## config.mk

```make
export PLATFORM = sky130hd
export DESIGN_NAME = fetch_sequencer
export DESIGN_NICKNAME = d
export VERILOG_FILES = /design/src/rtl/fetch_sequencer.sv
export SDC_FILE = /design/constraint.sdc
export NUM_CORES = 1
export LEC_CHECK = 0
export ABC_AREA = 1
export CAP_MARGIN = 5
export CORE_MARGIN = 4
export CORE_UTILIZATION = 50
export CTS_CLUSTER_DIAMETER = 60
export DETAILED_ROUTE_END_ITERATION = 7
export PLACE_DENSITY = 0.86
export SYNTH_ARGS = -nofsm -noshare
export SYNTH_HDL_FRONTEND = slang
export SYNTH_SLANG_ARGS = --single-unit
```

## constraint.sdc

```tcl
create_clock -name clk -period 6.44 [get_ports clk]
set_input_delay 1.288 -clock clk [delete_from_list [all_inputs] [get_ports clk]]
set_output_delay 1.288 -clock clk [all_outputs]
set_load 0.05 [all_outputs]
```

## src/rtl/fetch_sequencer.sv

```systemverilog
// fetch_sequencer: instruction-fetch controller.
// Owns the fetch address, reads a combinational ROM, buffers the returned
// words in a small circular queue and hands them to decode over valid/ready.
// Handles redirects (flush + refetch), a debug halt, and a fetch counter.
module fetch_sequencer #(
    parameter logic [31:0] RESET_PC = 32'h0000_0000,
    parameter int          DEPTH    = 2
) (
    input  logic        clk,
    input  logic        reset,
    output logic [31:0] rom_addr,
    input  logic [31:0] rom_data,
    input  logic        redirect,
    input  logic [31:0] redirect_pc,
    input  logic        halt,
    output logic        inst_valid,
    input  logic        inst_ready,
    output logic [31:0] inst_data,
    output logic [31:0] inst_pc,
    output logic [31:0] fetch_count,
    output logic        halted
);

    localparam int            AW        = (DEPTH > 1) ? $clog2(DEPTH) : 1;
    localparam logic [AW:0]   DEPTH_CNT = (AW + 1)'(DEPTH);

    typedef enum logic [1:0] {
        BOOT = 2'd0,
        RUN  = 2'd1,
        HALT = 2'd2
    } state_t;

    state_t          state_reg, state_next;
    logic [31:0]     fetch_pc_reg;
    logic [31:0]     fetch_count_reg;
    logic [AW:0]     count_reg;
    logic [AW-1:0]   rd_ptr_reg;
    logic [AW-1:0]   wr_ptr_reg;
    logic            halted_reg;
    logic            push;
    logic            pop;

    // Queue storage: one PC and one instruction word per slot.
    logic [31:0]     pc_mem   [DEPTH];
    logic [31:0]     data_mem [DEPTH];

    // The ROM always sees the current fetch address, whatever the state.
    assign rom_addr    = fetch_pc_reg;
    assign fetch_count = fetch_count_reg;
    assign halted      = halted_reg;

    // Head is masked during a redirect cycle so a stale word is never taken.
    assign inst_valid  = (count_reg != '0) && !redirect;
    assign inst_data   = data_mem[rd_ptr_reg];
    assign inst_pc     = pc_mem[rd_ptr_reg];
    assign pop         = inst_valid && inst_ready;

    // Next state and push decision; redirect never alters the state.
    always_comb begin
        state_next = state_reg;
        push       = 1'b0;
        unique case (state_reg)
            BOOT: state_next = halt ? HALT : RUN;
            RUN: begin
                state_next = halt ? HALT : RUN;
                push       = !halt && !redirect && ((count_reg < DEPTH_CNT) || pop);
            end
            HALT: state_next = halt ? HALT : RUN;
            default: state_next = BOOT;
        endcase
    end

    // State, halted flag, fetch address, counters and queue pointers.
    always_ff @(posedge clk or negedge reset) begin
        if (!reset) begin
            state_reg       <= BOOT;
            halted_reg      <= 1'b0;
            fetch_pc_reg    <= RESET_PC;
            fetch_count_reg <= '0;
            count_reg       <= '0;
            rd_ptr_reg      <= '0;
            wr_ptr_reg      <= '0;
        end else begin
            state_reg  <= state_next;
            halted_reg <= (state_next == HALT);
            if (redirect) begin
                // Flush wins over any simultaneous push or pop.
                fetch_pc_reg <= redirect_pc & 32'hFFFF_FFFC;
                count_reg    <= '0;
                rd_ptr_reg   <= '0;
                wr_ptr_reg   <= '0;
            end else begin
                if (push) begin
                    fetch_pc_reg    <= fetch_pc_reg + 32'd4;
                    fetch_count_reg <= fetch_count_reg + 32'd1;
                    wr_ptr_reg      <= wr_ptr_reg + AW'(1);
                end
                if (pop) begin
                    rd_ptr_reg <= rd_ptr_reg + AW'(1);
                end
                unique case ({push, pop})
                    2'b10:   count_reg <= count_reg + (AW + 1)'(1);
                    2'b01:   count_reg <= count_reg - (AW + 1)'(1);
                    default: count_reg <= count_reg;
                endcase
            end
        end
    end

    // Queue slot write; contents need no reset because count guards them.
    always_ff @(posedge clk) begin
        if (push) begin
            pc_mem[wr_ptr_reg]   <= fetch_pc_reg;
            data_mem[wr_ptr_reg] <= rom_data;
        end
    end

endmodule

```

==> flow_metrics.py <==
metrics = {
    "worst_setup_path": {
        "crit_top_cell": "clkdlybuf4s50_1",
        "ff2ff_setup_slack_ns": 3.89,
        "crit_fanout": 16,
        "slowest_delay_ns": 0.87,
        "worstPathCellList": "clkdlybuf4s50_1 -> a21oi_1 -> clkdlybuf4s50_1",
        "required_ns": 5.15,
        "critPathLaunch": "redirect",
        "path_class": "input port to output pin",
        "arrival_ns": 3.26,
        "rr_worst_depth": 7,
        "cp-end-kind": "output pin",
        "crit_path_start_kind": "input port",
        "worstSetupEndpoint": "inst_valid",
        "crit_slowest_cell": "clkdlybuf4s50_1",
        "worst_r2r_endpoint": "pc_mem[1][25]",
        "r2r_start": "halted",
    },
    "sta": {
        "finalSetupViolations": 0,
        "finalMaxSlewViolations": 0,
        "relSlewSlack_pct": 38.0,
        "max_clock_freq_mhz": 220,
        "tightestPinTransition_ns": 0.930,
        "min_period_ns": 4.54,
        "fin_crit_sh_pct": 70.6,
        "setup_tns_ns": 0,
        "finClkSkew_ns": 0.0143,
        "hold_viol_final": 0,
        "rsz0062_at_grt": "false",
        "postLayoutSetupSlackWorst_ns": 1.90,
    },
    "min_path": {
        "hp-class": "register to register",
    },
    "outcome": {
        "status": "finished clean",
    },
    "clocking": {
        "cts_sinks": 192,
        "cts_setup_buffers": 0,
        "cts_tree": "yes",
        "post_cts_resized": 0,
        "cts_buffers": 17,
        "clock_latency_ns": 0.44,
        "htree_num_levels": 4,
        "path_clk_slew_ns": 0.07,
        "cts_max_path_buffers": 2,
        "clockRootBuffer": "clkbuf_16",
        "ctsHoldBuffers": 0,
    },
    "global_routing": {
        "grt_pass1_wl_um": 37400,
        "grt_max_degree": 69,
        "grt_pass1_vias": 7237,
        "antenna_found_initial": 1,
        "grt_overflow": 0,
        "grt_usage_pct": 23.4,
    },
    "drt": {
        "detail_route.iter0.violations": 539,
        "viasPerCell": 5.24,
        "drt_wl_total_um": 23600,
        "vias": 7263,
        "wire_per_inst_um": 17.0,
        "first_pass_iters": 5,
        "remaining_drc_errors": 0,
        "postRouteAntennaNets": 0,
    },
    "final_layout": {
        "final_common_cell": "nand2_1",
        "area_delta_synth_final_pct": 29.5,
        "drive_above_1_share_pct": 9.33,
        "final.fill_count": 1349,
        "most-common-layout-cells": "nand2_1 (353), clkdlybuf4s50_1 (191), edfxtp_1 (124), nor2_1 (108), inv_1 (74)",
        "final_nets": 1216,
        "largest_reg_flops": 64,
    },
    "synth": {
        "ys_seq_area_share_pct": 59.4,
        "ys_types": 29,
        "syn_avg_cell_area_um2": 9.60,
        "yosysWarnings": 0,
        "synth_seq_cells": 192,
        "netlist_instances": 952,
        "async_flop_share_pct": 35.4,
        "synth_edf_count": 124,
        "synth_area_um2": 9140,
        "ys.flop_type": "edfxtp_1",
    },
    "floorplanning": {
        "initial_core_util_pct": 50.9,
        "fp.dieArea_um2": 20500,
        "die_w_um": 143,
        "coreArea_um2": 18000,
        "die_h_um": 143,
        "rows": 49,
        "io_pins": 199,
    },
    "power_and_ir_drop": {
        "power_frac_seq_pct": 44.3,
        "peakVddDrop_mv": 0.214,
        "clockPowerShare_pct": 30.5,
        "sw_frac_of_total_pct": 33.6,
        "power.net_switching_uw": 1130,
        "leakage_uw": 0.00473,
        "p_per_area_nw_per_um2": 284,
        "intPower_uw": 2230,
        "combinationalPowerShare_pct": 25.1,
    },
    "placement": {
        "port_buffers": 192,
        "place.gp.congestion": 0.947,
        "dpl.hpwl_um": 16200,
        "place_ws_ns": 1.63,
    },
    "flow_run": {
        "drv_cap": 0,
    },
}
==> logic make-up after synthesis <==
| logic type | synth area share, % |
|---|---|
| simple gates | 23.6 |
| flops | 59.4 |
| buf+inv | 4.88 |
| mux | 7.64 |
| xor+xnor | 2.59 |
| compound gates | 1.58 |
| fa+ha+maj | 0.274 |
| other cells | 0.0411 |
==> layer usage <==
layer / GRT usage, % / share of wire, %
met5: 0 / 0
met2: 41.1 / 51
met1: 28.1 / 38
met3: 6.03 / 8.5
met4: 7.70 / 2.0
==> power by group through the flow <==
stage / logic (uW) / registers [uW] / clock network (uW)
6_report: 845 / 1490 / 1030
3_5_place_dp: 843 / 1510 / 0
2_1_floorplan: 448 / 1600 / 0
5_1_grt: 888 / 1500 / 1090
4_1_cts: 849 / 1490 / 1040
3_3_place_gp: 829 / 1510 / 0
==> critical path: cells and delay by family <==
family                 cells  cell delay [ns]
AOI/OAI and AO/OA          1             0.36
buffers and inverters      2             1.60
==> synth_stat cells, types with 2 or more instances <==
cell      number  share of area, %
a22oi_1        5              0.41
xnor2_1        6              0.58
nand4_1        5              0.34
inv_1         75               3.1
inv_2          2             0.082
nand2_1      353                15
nor2_1       109               4.5
mux2_2        62               7.6
clkbuf_1       6              0.25
a21oi_1        3              0.16
o21ai_0        5              0.27
buf_2         14              0.77
xor2_1        21               2.0
dfrtp_1       68                19
edfxtp_1     124                41
buf_4          5              0.41
buf_6          2              0.25
nand3_1       71               3.9
o21bai_1       5              0.41
ha_1           2              0.27
==> worst min path at each step <==
stage	endpoint	slack [ns]	cells after the start	from
final	state_reg[0]	0.50	1	halted
after global placement	halted	0.47	1	state_reg[0]
after floorplan	state_reg[0]	0.46	1	state_reg[0]
after global routing	halted	0.53	1	halted
after CTS	state_reg[0]	0.49	1	halted
after detailed placement	halted	0.48	1	state_reg[0]
==> layout make-up <==
cell class / count / area [um^2] / area share (%)
antenna: 1 / 2.50 / 0.0212
clock buffer: 17 / 425 / 3.60
clock inverter: 14 / 148 / 1.25
inverter: 77 / 289 / 2.44
multi-input combinational: 658 / 3280 / 27.8
sequential: 192 / 5430 / 45.9
tap: 229 / 287 / 2.42
timing repair buffer: 199 / 1970 / 16.6
==> per-stage QoR <==
stage               hold slack [ns]  std cells  cell area, um^2  util [%]  power, uW
floorplan                     0.457        955             9150         -       2050
global placement              0.473       1355            11300      62.7       2340
CTS                           0.494       1386            11800      65.8       3380
finish                        0.501       1387            11800      65.9       3360
global route                  0.530       1387            11800      65.9       3480
detailed placement            0.485       1355            11300      62.7       2360
(Power assumes the default switching activity.)
